## src/rtl/ht_job_scheduler_if.sv

```systemverilog
// Bundle of job, engine and result signals between the scheduler and its host/engine side.
// The slave modport is the scheduler; master is the SPI front-end plus the nonce engine.
interface ht_job_scheduler_if #(
  parameter int JOB_DEPTH = 4,
  parameter int ID_W      = 4
);
  logic                       job_valid;
  logic                       job_ready;
  logic [ID_W-1:0]            job_id;
  logic [95:0]                job_m_data;
  logic [255:0]               job_init_h;
  logic                       core_start;
  logic [ID_W-1:0]            core_id;
  logic [95:0]                core_m_data;
  logic [255:0]               core_init_h;
  logic                       core_busy;
  logic                       core_success;
  logic [31:0]                core_nonce;
  logic [ID_W-1:0]            core_hash_id;
  logic                       res_valid;
  logic [ID_W+31:0]           res_data;
  logic                       res_pop;
  logic                       flush;
  logic                       irq;
  logic                       res_overflow;
  logic                       dispatch_err;
  logic [$clog2(JOB_DEPTH):0] job_count;

  modport slave (
    input  job_valid, job_id, job_m_data, job_init_h,
    input  core_busy, core_success, core_nonce, core_hash_id,
    input  res_pop, flush,
    output job_ready, core_start, core_id, core_m_data, core_init_h,
    output res_valid, res_data, irq, res_overflow, dispatch_err, job_count
  );

  modport master (
    output job_valid, job_id, job_m_data, job_init_h,
    output core_busy, core_success, core_nonce, core_hash_id,
    output res_pop, flush,
    input  job_ready, core_start, core_id, core_m_data, core_init_h,
    input  res_valid, res_data, irq, res_overflow, dispatch_err, job_count
  );
endinterface

```

## src/rtl/ht_job_scheduler.sv

```systemverilog
// Job queue front-end for the nonce engine: buffers jobs, dispatches one at a time,
// watches for a stalled engine and collects found nonces into a result queue.
module ht_job_scheduler #(
  parameter int JOB_DEPTH = 4,
  parameter int RES_DEPTH = 8,
  parameter int ID_W      = 4,
  parameter int BUSY_TMO  = 15
) (
  input  logic                 clk,
  input  logic                 reset_n,
  ht_job_scheduler_if.slave    bus
);
  localparam int JA_W  = $clog2(JOB_DEPTH);
  localparam int JC_W  = JA_W + 1;
  localparam int RA_W  = $clog2(RES_DEPTH);
  localparam int RC_W  = RA_W + 1;
  localparam int JOB_W = ID_W + 96 + 256;
  localparam int RES_W = ID_W + 32;
  localparam int TMO_W = $clog2(BUSY_TMO + 1);

  typedef enum logic [1:0] {IDLE, LAUNCH, WAIT_BUSY, RUN} state_t;
  state_t state;

  logic [JOB_W-1:0] job_mem [JOB_DEPTH];
  logic [JA_W-1:0]  job_wr, job_rd;
  logic [JC_W-1:0]  job_cnt;
  logic             job_full, job_push, job_pop;

  logic [RES_W-1:0] res_mem [RES_DEPTH];
  logic [RA_W-1:0]  res_wr, res_rd;
  logic [RC_W-1:0]  res_cnt;
  logic             res_full, res_push, res_take;

  logic [TMO_W-1:0] tmo_cnt;

  assign job_full      = (job_cnt == JC_W'(JOB_DEPTH));
  assign bus.job_ready = !job_full && !bus.flush;
  assign job_push      = bus.job_valid && bus.job_ready;
  // The pop happens on the edge entering LAUNCH, so a flush on that edge suppresses the launch.
  assign job_pop       = (state == IDLE) && (job_cnt != '0) && !bus.flush;
  assign bus.job_count = job_cnt;

  always_ff @(posedge clk or negedge reset_n) begin
    if (!reset_n) begin
      job_wr  <= '0;
      job_rd  <= '0;
      job_cnt <= '0;
    end else if (bus.flush) begin
      job_wr  <= '0;
      job_rd  <= '0;
      job_cnt <= '0;
    end else begin
      if (job_push) job_wr <= job_wr + JA_W'(1);
      if (job_pop)  job_rd <= job_rd + JA_W'(1);
      case ({job_push, job_pop})
        2'b10:   job_cnt <= job_cnt + JC_W'(1);
        2'b01:   job_cnt <= job_cnt - JC_W'(1);
        default: ;
      endcase
    end
  end

  always_ff @(posedge clk) begin
    if (job_push) job_mem[job_wr] <= {bus.job_id, bus.job_m_data, bus.job_init_h};
  end

  always_ff @(posedge clk or negedge reset_n) begin
    if (!reset_n) begin
      state            <= IDLE;
      tmo_cnt          <= '0;
      bus.core_start   <= 1'b0;
      bus.dispatch_err <= 1'b0;
      bus.core_id      <= '0;
      bus.core_m_data  <= '0;
      bus.core_init_h  <= '0;
    end else begin
      bus.core_start   <= 1'b0;
      bus.dispatch_err <= 1'b0;
      case (state)
        IDLE: begin
          if (job_pop) begin
            state          <= LAUNCH;
            bus.core_start <= 1'b1;
            {bus.core_id, bus.core_m_data, bus.core_init_h} <= job_mem[job_rd];
          end
        end
        LAUNCH: begin
          state   <= WAIT_BUSY;
          tmo_cnt <= '0;
        end
        WAIT_BUSY: begin
          if (bus.core_busy) begin
            state <= RUN;
          end else if (tmo_cnt == TMO_W'(BUSY_TMO - 1)) begin
            // Engine never acknowledged: the job is abandoned.
            state            <= IDLE;
            bus.dispatch_err <= 1'b1;
          end else begin
            tmo_cnt <= tmo_cnt + TMO_W'(1);
          end
        end
        RUN: begin
          if (!bus.core_busy) state <= IDLE;
        end
        default: state <= IDLE;
      endcase
    end
  end

  assign res_full      = (res_cnt == RC_W'(RES_DEPTH));
  assign bus.res_valid = (res_cnt != '0);
  assign bus.res_data  = bus.res_valid ? res_mem[res_rd] : '0;
  assign res_take      = bus.res_pop && bus.res_valid && !bus.flush;
  // A flush empties the queue first, so a same-cycle result always finds room.
  assign res_push      = bus.core_success && (!res_full || res_take || bus.flush);

  always_ff @(posedge clk or negedge reset_n) begin
    if (!reset_n) begin
      res_wr           <= '0;
      res_rd           <= '0;
      res_cnt          <= '0;
      bus.res_overflow <= 1'b0;
      bus.irq          <= 1'b0;
    end else begin
      bus.irq <= bus.res_valid;
      if (bus.flush) begin
        res_rd           <= '0;
        res_wr           <= res_push ? RA_W'(1) : '0;
        res_cnt          <= res_push ? RC_W'(1) : '0;
        bus.res_overflow <= 1'b0;
      end else begin
        if (res_push) res_wr <= res_wr + RA_W'(1);
        if (res_take) res_rd <= res_rd + RA_W'(1);
        case ({res_push, res_take})
          2'b10:   res_cnt <= res_cnt + RC_W'(1);
          2'b01:   res_cnt <= res_cnt - RC_W'(1);
          default: ;
        endcase
        if (bus.core_success && !res_push) bus.res_overflow <= 1'b1;
      end
    end
  end

  always_ff @(posedge clk) begin
    if (res_push) res_mem[bus.flush ? '0 : res_wr] <= {bus.core_hash_id, bus.core_nonce};
  end
endmodule

```

## src/flat_wrapper.sv

```systemverilog
// flat-port wrapper written by rule: the top's interface ports become plain ports
module ht_job_scheduler_flat 
#(
  parameter int JOB_DEPTH = 4,
  parameter int RES_DEPTH = 8,
  parameter int ID_W      = 4,
  parameter int BUSY_TMO  = 15
)
  (clk, reset_n, bus_job_valid, bus_job_id, bus_job_m_data, bus_job_init_h, bus_core_busy, bus_core_success, bus_core_nonce, bus_core_hash_id, bus_res_pop, bus_flush, bus_job_ready, bus_core_start, bus_core_id, bus_core_m_data, bus_core_init_h, bus_res_valid, bus_res_data, bus_irq, bus_res_overflow, bus_dispatch_err, bus_job_count);
  ht_job_scheduler_if #(.JOB_DEPTH(JOB_DEPTH), .ID_W(ID_W)) bus_i ();
  input  logic clk;
  input  logic reset_n;
  input wire logic [$bits(bus_i.job_valid)-1:0] bus_job_valid;
  input wire logic [$bits(bus_i.job_id)-1:0] bus_job_id;
  input wire logic [$bits(bus_i.job_m_data)-1:0] bus_job_m_data;
  input wire logic [$bits(bus_i.job_init_h)-1:0] bus_job_init_h;
  input wire logic [$bits(bus_i.core_busy)-1:0] bus_core_busy;
  input wire logic [$bits(bus_i.core_success)-1:0] bus_core_success;
  input wire logic [$bits(bus_i.core_nonce)-1:0] bus_core_nonce;
  input wire logic [$bits(bus_i.core_hash_id)-1:0] bus_core_hash_id;
  input wire logic [$bits(bus_i.res_pop)-1:0] bus_res_pop;
  input wire logic [$bits(bus_i.flush)-1:0] bus_flush;
  output wire logic [$bits(bus_i.job_ready)-1:0] bus_job_ready;
  output wire logic [$bits(bus_i.core_start)-1:0] bus_core_start;
  output wire logic [$bits(bus_i.core_id)-1:0] bus_core_id;
  output wire logic [$bits(bus_i.core_m_data)-1:0] bus_core_m_data;
  output wire logic [$bits(bus_i.core_init_h)-1:0] bus_core_init_h;
  output wire logic [$bits(bus_i.res_valid)-1:0] bus_res_valid;
  output wire logic [$bits(bus_i.res_data)-1:0] bus_res_data;
  output wire logic [$bits(bus_i.irq)-1:0] bus_irq;
  output wire logic [$bits(bus_i.res_overflow)-1:0] bus_res_overflow;
  output wire logic [$bits(bus_i.dispatch_err)-1:0] bus_dispatch_err;
  output wire logic [$bits(bus_i.job_count)-1:0] bus_job_count;
  assign bus_i.job_valid = bus_job_valid;
  assign bus_i.job_id = bus_job_id;
  assign bus_i.job_m_data = bus_job_m_data;
  assign bus_i.job_init_h = bus_job_init_h;
  assign bus_i.core_busy = bus_core_busy;
  assign bus_i.core_success = bus_core_success;
  assign bus_i.core_nonce = bus_core_nonce;
  assign bus_i.core_hash_id = bus_core_hash_id;
  assign bus_i.res_pop = bus_res_pop;
  assign bus_i.flush = bus_flush;
  assign bus_job_ready = bus_i.job_ready;
  assign bus_core_start = bus_i.core_start;
  assign bus_core_id = bus_i.core_id;
  assign bus_core_m_data = bus_i.core_m_data;
  assign bus_core_init_h = bus_i.core_init_h;
  assign bus_res_valid = bus_i.res_valid;
  assign bus_res_data = bus_i.res_data;
  assign bus_irq = bus_i.irq;
  assign bus_res_overflow = bus_i.res_overflow;
  assign bus_dispatch_err = bus_i.dispatch_err;
  assign bus_job_count = bus_i.job_count;
  ht_job_scheduler #(.JOB_DEPTH(JOB_DEPTH), .RES_DEPTH(RES_DEPTH), .ID_W(ID_W), .BUSY_TMO(BUSY_TMO)) u_core (.clk(clk), .reset_n(reset_n), .bus(bus_i));
endmodule
```

## config.mk

```make
export PLATFORM = sky130hd
export DESIGN_NAME = ht_job_scheduler_flat
export DESIGN_NICKNAME = d
export VERILOG_FILES = /design/src/rtl/ht_job_scheduler_if.sv /design/src/rtl/ht_job_scheduler.sv /design/src/flat_wrapper.sv
export SDC_FILE = /design/constraint.sdc
export NUM_CORES = 2
export LEC_CHECK = 0
export BUFFER_PORTS_ARGS = -buffer_cell sky130_fd_sc_hd__buf_2
export CAP_MARGIN = 30
export CELL_PAD_IN_SITES_DETAIL_PLACEMENT = 2
export CELL_PAD_IN_SITES_GLOBAL_PLACEMENT = 2
export CORE_MARGIN = 4
export CORE_UTILIZATION = 37
export DETAILED_ROUTE_END_ITERATION = 8
export PLACE_DENSITY = 0.73
export SYNTH_ARGS = -nofsm -noshare
export SYNTH_HDL_FRONTEND = slang
export SYNTH_SLANG_ARGS = --single-unit
export TNS_END_PERCENT = 10
```

## constraint.sdc

```tcl
create_clock -name clk -period 11.7 [get_ports clk]
set_input_delay 0 -clock clk [delete_from_list [all_inputs] [get_ports clk]]
set_output_delay 0 -clock clk [all_outputs]
set_load 0.01 [all_outputs]
```

==> reports/results.ini <==
[cts]
cts.clk_slew.worst_paths_ns=0.06
numCtsBuffers=216
clk_path_buf_depth=3
cts_tree=built
clk_latency_ns=0.90
post_cts_resized=0
clockRootBuffer=clkbuf_16
cts_sinks=2095
cts_max_level=4

[routing]
viasPerCell=5.31
drt_iter0_drc=4186
ant_nets=0
dr.pass1.iters=5
vias=42523
drc=0
totalWireLength_um=275000
drt-wirelength-per-cell_um=34.4

[synthesis]
syn_avg_cell_area_um2=24.1
ys.flop_type=edfxtp_1
yosys_register_bits=2095
ys_warn_count=0
yosysSeqAreaShare=0.779
async_reset_ff_frac=0.183
synth.cell_area_mm2=0.0783
synth_cells=3249
synth_cell_types=52
synth_edf_count=1712
synth_fp_nets=3659

[global_routing]
gr-total-overflow=0
antenna_found_initial=55
grt_max_degree=112
grt_pass1_vias=47906
grt_use_total=0.246
grt_first_pass_wirelength_um=387000

[power]
pwr-share-clk=0.347
power_density_mw_per_mm2=209
power_frac_seq=0.455
power_switching_uw=6160
irDropWorstVdd_v=0.000169
power_leakage_uw=0.0361
p_sw_frac=0.291
p_int_uw=15000
comb_power_share=0.199

[worst_hold_path]
hold_end=u_core.job_mem[3][156]
hp-start=bus_job_init_h[156]
hold_class=input port to flop
whs_path_depth=2

[sta]
setup-tns-final_ns=0
setup_viol=0
period_minus_slack_ns=4.56
rsz0062_at_grt=false
setup_ws_ns=7.14
max_freq_mhz=219
relSlewSlack=0.260
tightest_slew_ns=1.11
period_share=0.390
hold_viol=0
fin_skew_ns=0.0855
holdWs_ns=0.0470
drv_slew=0

[place]
place.gp.congestion=0.749
hpwlAfterDp_um=141000
port_buffers=799
place_ws_ns=7.37

[setup_path]
critPathLaunchType=flop
cp_num_buf_inv=4
path_cells=nor3b_1, nor3_1, buf_4, and2_4, buf_12, buf_4, buf_4
crit_top_cell=buf_4
end_kind=flop
crit_fanout=92
crit_family=buffers and inverters
crit_type=flop to flop
cp_data_arrival_time_ns=5.04
cp.required_ns=12.17
r2r_end=u_core.job_mem[1][212]
rr_worst_depth=7
rrSetupSlack_ns=7.14
slowest_stage=buf_4
slowest_delay_ns=0.84
r2r_start=u_core.bus.job_count[0]

[cells_and_area]
finalNetCount=5383
final_cell_mix=edfxtp_1 (1712), buf_2 (798), dlygate4sd3_1 (790)
drive_gt1_frac=0.389
final_common_cell=edfxtp_1
area_growth_pct=29.1

[floorplan]
rows=168
die_y_um=468
start_util=0.373
ios=800
die_w_um=468
coreArea_mm2=0.210
die_area_mm2=0.219

[outcome]
outcome=finished clean

[job]
cap_violations=0

Yosys cell counts (2+ instances only):
cell         n  area (µm²)
edfxtp_1  1712       51400
o21ai_0      6        30.0
a31oi_1      2        12.5
nor3_1       8        40.0
mux4_2     428        9640
xor2_1       7        61.3
a311oi_1     2        17.5
nand3_1      7        35.0
buf_2       54         270
buf_6       37         417
o22ai_1      3        18.8
nor2b_1      5        31.3
nor4_1       6        37.5
mux2_2      30         338
and2_1       4        25.0
a21oi_1      9        45.0
inv_1       11        41.3
mux2i_1     38         380
ha_1        10         125
nor2_4       2        22.5
xnor2_1      4        35.0
mux2_4     329        4940
nor3b_1      2        15.0
dfrtp_1    383        9580
nand2b_1     4        25.0
nand2_1      9        33.8
clkbuf_1    53         199
o311ai_0     3        26.3
nor2_1      54         203
buf_1        5        18.8
timing repair:
action / in CTS / in global routing
buffers inserted: 0 / 0
hold endpoints to repair: 1830 / 4
endpoints found under the setup margin: 0 / 0
hold buffers: 790 / 1
cells by family after synthesis:
logic type	share of synthesized area
multiplexers	0.195
adder cells (fa/ha/maj)	0.00185
AND/OR/NAND/NOR	0.00678
buffers and inverters	0.0124
flip-flops	0.779
AO/OA/AOI/OAI	0.00334
XOR/XNOR	0.00123
layer usage:
layer / track usage / wire length [µm] / share of wire
met1: 0.281 / 99000 / 0.36
met2: 0.441 / 144000 / 0.52
met3: 0.0515 / 16800 / 0.061
met4: 0.115 / 15100 / 0.055
met5: 0 / 111 / 0.00040
registers in the layout (all words and copies together), names as in the netlist:
name and cells:
u_core.bus.core_id 4, u_core.job_wr 2, u_core.res_wr 3, u_core.res_rd 3
u_core.state 2, u_core.bus.core_start 1, u_core.bus.core_m_data 96, u_core.bus.core_init_h 256
u_core.job_mem 1424, u_core.tmo_cnt 4, u_core.job_rd 2, u_core.bus.res_overflow 1
u_core.res_cnt 4, u_core.res_mem 288, u_core.bus.irq 1, u_core.bus.job_count 3
u_core.bus.dispatch_err 1
cell type report:
class / count / area [µm²]
clock buffers: 316 / 6120
repair buffers: 1656 / 12700
fillers: 18525 / 109000
multi-input cells: 991 / 16400
flip-flops and latches: 2095 / 61000
inverters: 13 / 65.1
clock inverters: 95 / 1230
diodes: 41 / 103
well taps: 2805 / 3510
stage by stage:
stage	instance area [µm²]	instances	total power, µW	util
global placement	85500	6762	13200	0.407
finish	101000	8012	21200	0.482
floorplan	78300	3249	11700	-
global route	101000	7998	21900	0.481
detailed placement	85700	6767	13400	0.408
CTS	101000	7968	20900	0.481
worst max-delay path by stage:
stage                                        from                     end  slack, ns  cells past startpoint
after floorplan           u_core.bus.job_count[2]    u_core.job_mem[0][0]       1.75                      4
after global placement    u_core.bus.job_count[2]  u_core.job_mem[0][243]       7.38                      7
after detailed placement  u_core.bus.job_count[2]  u_core.job_mem[1][271]       7.37                      7
after CTS                 u_core.bus.job_count[2]  u_core.job_mem[1][271]       7.31                      7
after global routing      u_core.bus.job_count[0]  u_core.job_mem[1][163]       6.99                      7
final                     u_core.bus.job_count[0]  u_core.job_mem[1][212]       7.14                      7
power groups by stage:
stage | Sequential (µW) | Combinational (µW) | Clock, µW
finish | 9620 | 4210 | 7340
global route | 9690 | 4400 | 7810
CTS | 9530 | 4100 | 7250
detailed placement | 9640 | 3810 | 0
global placement | 9590 | 3650 | 0
floorplan | 9830 | 1830 | 0
No activity file was read; power rests on OpenSTA's default activity.
